$ cat src/rtl/instr_pair_queue_if.sv
// Fetch/IDU-facing signal bundle for the instruction pair queue.
// Handshake: a push transfers on a clock edge when in_valid && in_ready
// && in_cnt is 1 or 2. in_ready depends only on registered occupancy.
// The IDU consumes entries by returning issue_cnt. It may only issue
// entries flagged by instr1_valid/instr2_valid. Any excess is clipped.
interface instr_pair_queue_if #(
    parameter int DEPTH = 8
);
    localparam int CW = $clog2(DEPTH) + 1;

    logic          flush;
    logic          in_valid;
    logic [1:0]    in_cnt;
    logic [31:0]   in_instr1;
    logic [31:0]   in_instr2;
    logic [31:0]   in_pc;
    logic          in_ready;
    logic [31:0]   instr1;
    logic [31:0]   instr2;
    logic [31:0]   pc1;
    logic [31:0]   pc2;
    logic          instr1_valid;
    logic          instr2_valid;
    logic [1:0]    issue_cnt;
    logic [CW-1:0] count;

    // Fetch/IDU side: drives pushes, flush and issue count.
    modport master (
        output flush, in_valid, in_cnt, in_instr1, in_instr2, in_pc, issue_cnt,
        input  in_ready, instr1, instr2, pc1, pc2, instr1_valid, instr2_valid, count
    );

    // Queue side.
    modport slave (
        input  flush, in_valid, in_cnt, in_instr1, in_instr2, in_pc, issue_cnt,
        output in_ready, instr1, instr2, pc1, pc2, instr1_valid, instr2_valid, count
    );
endinterface

$ cat src/rtl/instr_pair_queue.sv
// Fetch-side instruction queue feeding a dual-issue decoder. It accepts
// 1 or 2 instructions per cycle and presents the two oldest entries as a
// pair. It retires 0..2 entries per cycle and empties on flush or reset.
module instr_pair_queue #(
    parameter int          DEPTH = 8,
    parameter logic [31:0] NOP   = 32'h00000013
) (
    input  logic               Clk,
    input  logic               Rst,
    instr_pair_queue_if.slave  bus
);
    localparam int AW = $clog2(DEPTH);
    localparam int CW = AW + 1;
    // Highest occupancy that still leaves room for a full pair.
    localparam logic [CW-1:0] PAIR_ROOM_MAX = CW'(DEPTH - 2);

    logic [31:0]   r_mem_instr [DEPTH];
    logic [31:0]   r_mem_pc    [DEPTH];
    logic [AW-1:0] r_wr_ptr;
    logic [AW-1:0] r_rd_ptr;
    logic [CW-1:0] r_count;

    logic [AW-1:0] w_wr_ptr1;
    logic [AW-1:0] w_rd_ptr1;
    logic          w_in_ready;
    logic [1:0]    w_push_n;
    logic [1:0]    w_issue_sat;
    logic [1:0]    w_eff_pop;
    logic          w_clear;
    logic          w_has1;
    logic          w_has2;

    assign w_wr_ptr1 = r_wr_ptr + AW'(1);
    assign w_rd_ptr1 = r_rd_ptr + AW'(1);
    assign w_clear   = Rst || bus.flush;
    assign w_has1    = (r_count != '0);
    assign w_has2    = (r_count >= CW'(2));

    // Ready is conservative: it requires room for a pair even for a single push.
    assign w_in_ready = (r_count <= PAIR_ROOM_MAX);

    // Decode the accepted push size. Illegal counts 0 and 3 push nothing.
    always_comb begin
        w_push_n = 2'd0;
        if (bus.in_valid && w_in_ready) begin
            if (bus.in_cnt == 2'd1) begin
                w_push_n = 2'd1;
            end else if (bus.in_cnt == 2'd2) begin
                w_push_n = 2'd2;
            end
        end
    end

    // Clip the issue count to 2, then to current occupancy, so count never underflows.
    always_comb begin
        w_issue_sat = (bus.issue_cnt == 2'd3) ? 2'd2 : bus.issue_cnt;
        w_eff_pop   = w_issue_sat;
        if (CW'(w_issue_sat) > r_count) begin
            w_eff_pop = r_count[1:0];
        end
    end

    // Pointer and occupancy update. Flush and reset discard any same-cycle push or pop.
    always_ff @(posedge Clk) begin
        if (w_clear) begin
            r_wr_ptr <= '0;
            r_rd_ptr <= '0;
            r_count  <= '0;
        end else begin
            r_wr_ptr <= r_wr_ptr + AW'(w_push_n);
            r_rd_ptr <= r_rd_ptr + AW'(w_eff_pop);
            r_count  <= r_count + CW'(w_push_n) - CW'(w_eff_pop);
        end
    end

    // Entry storage. It is not reset, because only occupied slots are ever presented.
    always_ff @(posedge Clk) begin
        if (!w_clear && (w_push_n != 2'd0)) begin
            r_mem_instr[r_wr_ptr] <= bus.in_instr1;
            r_mem_pc[r_wr_ptr]    <= bus.in_pc;
            if (w_push_n == 2'd2) begin
                r_mem_instr[w_wr_ptr1] <= bus.in_instr2;
                r_mem_pc[w_wr_ptr1]    <= bus.in_pc + 32'd4;
            end
        end
    end

    // Present the head pair directly from registered state. Empty slots show NOP and PC 0.
    always_comb begin
        bus.instr1       = w_has1 ? r_mem_instr[r_rd_ptr]  : NOP;
        bus.pc1          = w_has1 ? r_mem_pc[r_rd_ptr]     : 32'd0;
        bus.instr2       = w_has2 ? r_mem_instr[w_rd_ptr1] : NOP;
        bus.pc2          = w_has2 ? r_mem_pc[w_rd_ptr1]    : 32'd0;
        bus.instr1_valid = w_has1;
        bus.instr2_valid = w_has2;
        bus.count        = r_count;
        bus.in_ready     = w_in_ready;
    end
endmodule

$ cat src/flat_wrapper.sv
// flat-port wrapper written by rule: the top's interface ports become plain ports
module instr_pair_queue_flat 
#(
    parameter int          DEPTH = 8,
    parameter logic [31:0] NOP   = 32'h00000013
)
  (Clk, Rst, bus_flush, bus_in_valid, bus_in_cnt, bus_in_instr1, bus_in_instr2, bus_in_pc, bus_issue_cnt, bus_in_ready, bus_instr1, bus_instr2, bus_pc1, bus_pc2, bus_instr1_valid, bus_instr2_valid, bus_count);
  instr_pair_queue_if #(.DEPTH(DEPTH)) bus_i ();
  input  logic Clk;
  input  logic Rst;
  input wire logic [$bits(bus_i.flush)-1:0] bus_flush;
  input wire logic [$bits(bus_i.in_valid)-1:0] bus_in_valid;
  input wire logic [$bits(bus_i.in_cnt)-1:0] bus_in_cnt;
  input wire logic [$bits(bus_i.in_instr1)-1:0] bus_in_instr1;
  input wire logic [$bits(bus_i.in_instr2)-1:0] bus_in_instr2;
  input wire logic [$bits(bus_i.in_pc)-1:0] bus_in_pc;
  input wire logic [$bits(bus_i.issue_cnt)-1:0] bus_issue_cnt;
  output wire logic [$bits(bus_i.in_ready)-1:0] bus_in_ready;
  output wire logic [$bits(bus_i.instr1)-1:0] bus_instr1;
  output wire logic [$bits(bus_i.instr2)-1:0] bus_instr2;
  output wire logic [$bits(bus_i.pc1)-1:0] bus_pc1;
  output wire logic [$bits(bus_i.pc2)-1:0] bus_pc2;
  output wire logic [$bits(bus_i.instr1_valid)-1:0] bus_instr1_valid;
  output wire logic [$bits(bus_i.instr2_valid)-1:0] bus_instr2_valid;
  output wire logic [$bits(bus_i.count)-1:0] bus_count;
  assign bus_i.flush = bus_flush;
  assign bus_i.in_valid = bus_in_valid;
  assign bus_i.in_cnt = bus_in_cnt;
  assign bus_i.in_instr1 = bus_in_instr1;
  assign bus_i.in_instr2 = bus_in_instr2;
  assign bus_i.in_pc = bus_in_pc;
  assign bus_i.issue_cnt = bus_issue_cnt;
  assign bus_in_ready = bus_i.in_ready;
  assign bus_instr1 = bus_i.instr1;
  assign bus_instr2 = bus_i.instr2;
  assign bus_pc1 = bus_i.pc1;
  assign bus_pc2 = bus_i.pc2;
  assign bus_instr1_valid = bus_i.instr1_valid;
  assign bus_instr2_valid = bus_i.instr2_valid;
  assign bus_count = bus_i.count;
  instr_pair_queue #(.DEPTH(DEPTH), .NOP(NOP)) u_core (.Clk(Clk), .Rst(Rst), .bus(bus_i));
endmodule
$ cat config.mk
export PLATFORM = sky130hd
export DESIGN_NAME = instr_pair_queue_flat
export DESIGN_NICKNAME = d
export VERILOG_FILES = /design/src/rtl/instr_pair_queue_if.sv /design/src/rtl/instr_pair_queue.sv /design/src/flat_wrapper.sv
export SDC_FILE = /design/constraint.sdc
export NUM_CORES = 1
export LEC_CHECK = 0
export BUFFER_PORTS_ARGS = -buffer_cell sky130_fd_sc_hd__buf_2
export CORE_UTILIZATION = 50
export DETAILED_ROUTE_END_ITERATION = 8
export PLACE_DENSITY = 0.69
export SLEW_MARGIN = 30
export SYNTH_ARGS = -nofsm -noshare
export SYNTH_HDL_FRONTEND = slang
export SYNTH_SLANG_ARGS = --single-unit
$ cat constraint.sdc
create_clock -name Clk -period 6.3 [get_ports Clk]
set_input_delay 0.315 -clock Clk [delete_from_list [all_inputs] [get_ports Clk]]
set_output_delay 0.315 -clock Clk [all_outputs]
set_load 0.01 [all_outputs]
==> out/qor.txt <==
Syn Std Cell Area - 31520 sq um
Final hold vios - 0
Worst setup SP type - flop
Min Tclk post-route - 3985 ps
WL/cell - 25.55 microns
CTS clk-pin slew, worst paths - 60 ps
Routed wire length - 95.85 mm
RSZ-0062 raised after global routing - false
GRT Overall Usage - 0.2991
Final RePlAce weighted congestion - 0.8371
Post-synthesis net count - 2921
Area growth syn-to-layout - 10.70%
Via count - 22966
Final ANT Viol Nets - 0
Rows - 91
Setup bufs post-CTS - 0
DR DRC count - 0
Io pins - 239
Relative slew margins - 0.2895
CTS Buf Count - 54
Worst Hold Class - in2reg
Final Cycle Share - 0.6326
Worst IR Drop VDD - 0.0003636 V
Post-Synthesis Cells - 2799
Post-synth EDFFs - 512
Initial antenna violation count - 17
CP Max Fanout - 51
Starting Density - 0.5088
Worst setup margin - 2315 ps
Post-cts sizing count - 0
Register area share after synthesis - 0.4942
Final #Nets - 2986
Leak - 12.61 nW
Hold_buf cts - 2
Clock Tree Buf Depth - 3
Mean Syn Cell Area - 11.26 sq um
Pwr Density - 285.6 nW/um^2
Hpwl dp - 55.17 mm
FFs w/ async S/R, synth - 0
Global route total overflow - 0
DIE WIDTH - 253.1 microns
First-pass GRT wire length - 141.4 mm
Placed Area - 33120 sq um
Layout cells sized above 1 - 0.2341
Maximum Capacitance Violations - 0
Number of global-route vias before repair - 22990
Die ar. - 64040 sq um
Setup CP Type - reg2out
Non-filler cells in the finished layout - 3751
Slew Limit Fails - 0
Initial detailed-routing violation count - 2660
CP arrival - 3670 ps
Core Region - 61940 sq um
Crit end category - primary output
CP Cell Sequence - xor2_4, buf_4, nand2_1, a21oi_1, buf_2
Status - finished clean
Predominant post-synthesis flop cell - edfxtp_1
Synthesis-stage register bit count - 522
Commonest non-fill, non-tap cells in the layout - 997 x nand2_1, 512 x edfxtp_1, 256 x mux4_2
DRT Pass-1 Iters - 6
Worst-margin pin slew - 1066 ps
Register Area - 15590 sq um
Via/cell ratio - 6.123
Required time worst endpoint - 5980 ps
Filler cells - 5066
CTS tree - done
Root buffer cell - clkbuf_16
Max incr delay on CP - 880 ps
Pin count of the biggest net entering global routing - 155
Clock Sinks - 522
H-tree depth - 2
Place WS - 2529 ps
Port bufs - 238
Area of the multi-input gates - 14780 sq um
Final Skew - 18.12 ps
Die height - 253.1 microns
Worst skew pair latency - 610 ps
Most common cell after layout, fill and taps aside - nand2_1
Dpl cells - 3639
Slowest-stage cell, CP - dfxtp_4
Fmax - 250.9 MHz
Yosys warns - 0
Final setup vio count - 0
Cell area after layout - 34890 sq um
Post-synth cell types - 51
layout make-up:
cell class | count | area share
antenna | 9 | 0.0006455
clock buffer | 76 | 0.04199
clock inverter | 21 | 0.004088
inverter | 16 | 0.001721
multi-input combinational | 1980 | 0.4235
sequential | 522 | 0.4467
tap | 837 | 0.03001
timing repair buffer | 290 | 0.05128
path summary, 6_finish.rpt:
check	from	to	slack, ps	cells after the start
worst max-delay path	u_core.r_rd_ptr[2]$_SDFF_PP0_	bus_instr2[31]	2310	5
worst min-delay path	bus_in_instr1[22]	u_core.r_mem_instr[2][22]$_DFFE_PP_	70	3
worst max register to register	u_core.bus.count[3]$_SDFF_PP0_	u_core.r_mem_pc[2][15]$_DFFE_PP_	2510	7
worst min register to register	u_core.r_wr_ptr[1]$_SDFF_PP0_	u_core.r_wr_ptr[1]$_SDFF_PP0_	740	2
registers in the layout (all words and copies together) (netlist names):
name and flops:
u_core.r_rd_ptr 3, u_core.r_mem_pc 256, u_core.r_wr_ptr 3, u_core.r_mem_instr 256, u_core.bus.count 4
critical path, delay by kind of cell, from the launching register on:
family / cells / cell delay, ps
buf+inv: 2 / 1050
xor+xnor: 1 / 560
compound gates: 1 / 430
simple gates: 1 / 100
flops: 1 / 880
routing by layer:
layer / global-route usage / vias to the layer above / wire [microns]
met4: 0.1158 / 14 / 3280
met2: 0.4852 / 1447 / 46360
met3: 0.07268 / 241 / 10550
met1: 0.3887 / 11391 / 35560
met5: 0 / - / 92
li1: - / 9873 / -
cell usage after synthesis (2+ instances only):
library cell	count	area, sq um
fa_1	4	80.08
nand2b_1	2	12.51
o21ai_0	5	25.02
and2_1	9	56.30
nor4_2	4	50.05
mux4_2	256	5766
nand4_1	10	62.56
clkbuf_2	20	100.1
nor2_2	28	175.2
buf_2	58	290.3
mux2i_1	65	650.6
nor3b_1	2	15.01
buf_1	29	108.9
o31ai_1	4	30.03
nor2_1	210	788.3
edfxtp_1	512	15370
buf_4	41	307.8
nand3_1	20	100.1
inv_1	15	56.30
ha_1	14	175.2
and3_1	5	31.28
nor3_1	7	35.03
nand2_1	997	3742
dfxtp_1	10	200.2
a21oi_1	62	310.3
xor2_1	161	1410
xnor2_1	80	700.7
nor4_1	4	25.02
buf_6	7	78.83
clkbuf_1	126	473.0
or4_1	5	37.54
or3_1	7	43.79
and4_1	2	17.52
stage by stage:
step	util	power, mW	hold WS, ps	TNS (ps)
after CTS	0.5610	9.942	48.80	0
after global placement	0.5319	6.922	588.7	0
after floorplan	-	5.881	413.9	-130520
after global routing	0.5633	10.29	80.20	0
final	0.5633	9.966	74.81	0
after detailed placement	0.5347	6.963	603.1	0
where the power goes:
| group | leakage (nW) | switching, mW | total [mW] | internal, mW |
|---|---|---|---|---|
| logic | 7.14 | 1.82 | 3.04 | 1.22 |
| clock network | 0.781 | 1.35 | 3.04 | 1.69 |
| registers | 4.69 | 0.0382 | 3.89 | 3.85 |
cell families (layout without fill, tap and decap cells):
group	Yosys count	after routing	synth area share
buf+inv	297	403	0.04502
xor+xnor	241	241	0.06697
compound gates	75	75	0.01258
flops	522	522	0.4942
simple gates	1325	1325	0.1696
fa+ha+maj	18	18	0.008099
mux	321	321	0.2036
other cells	0	9	0
(Power assumes the default switching activity.)
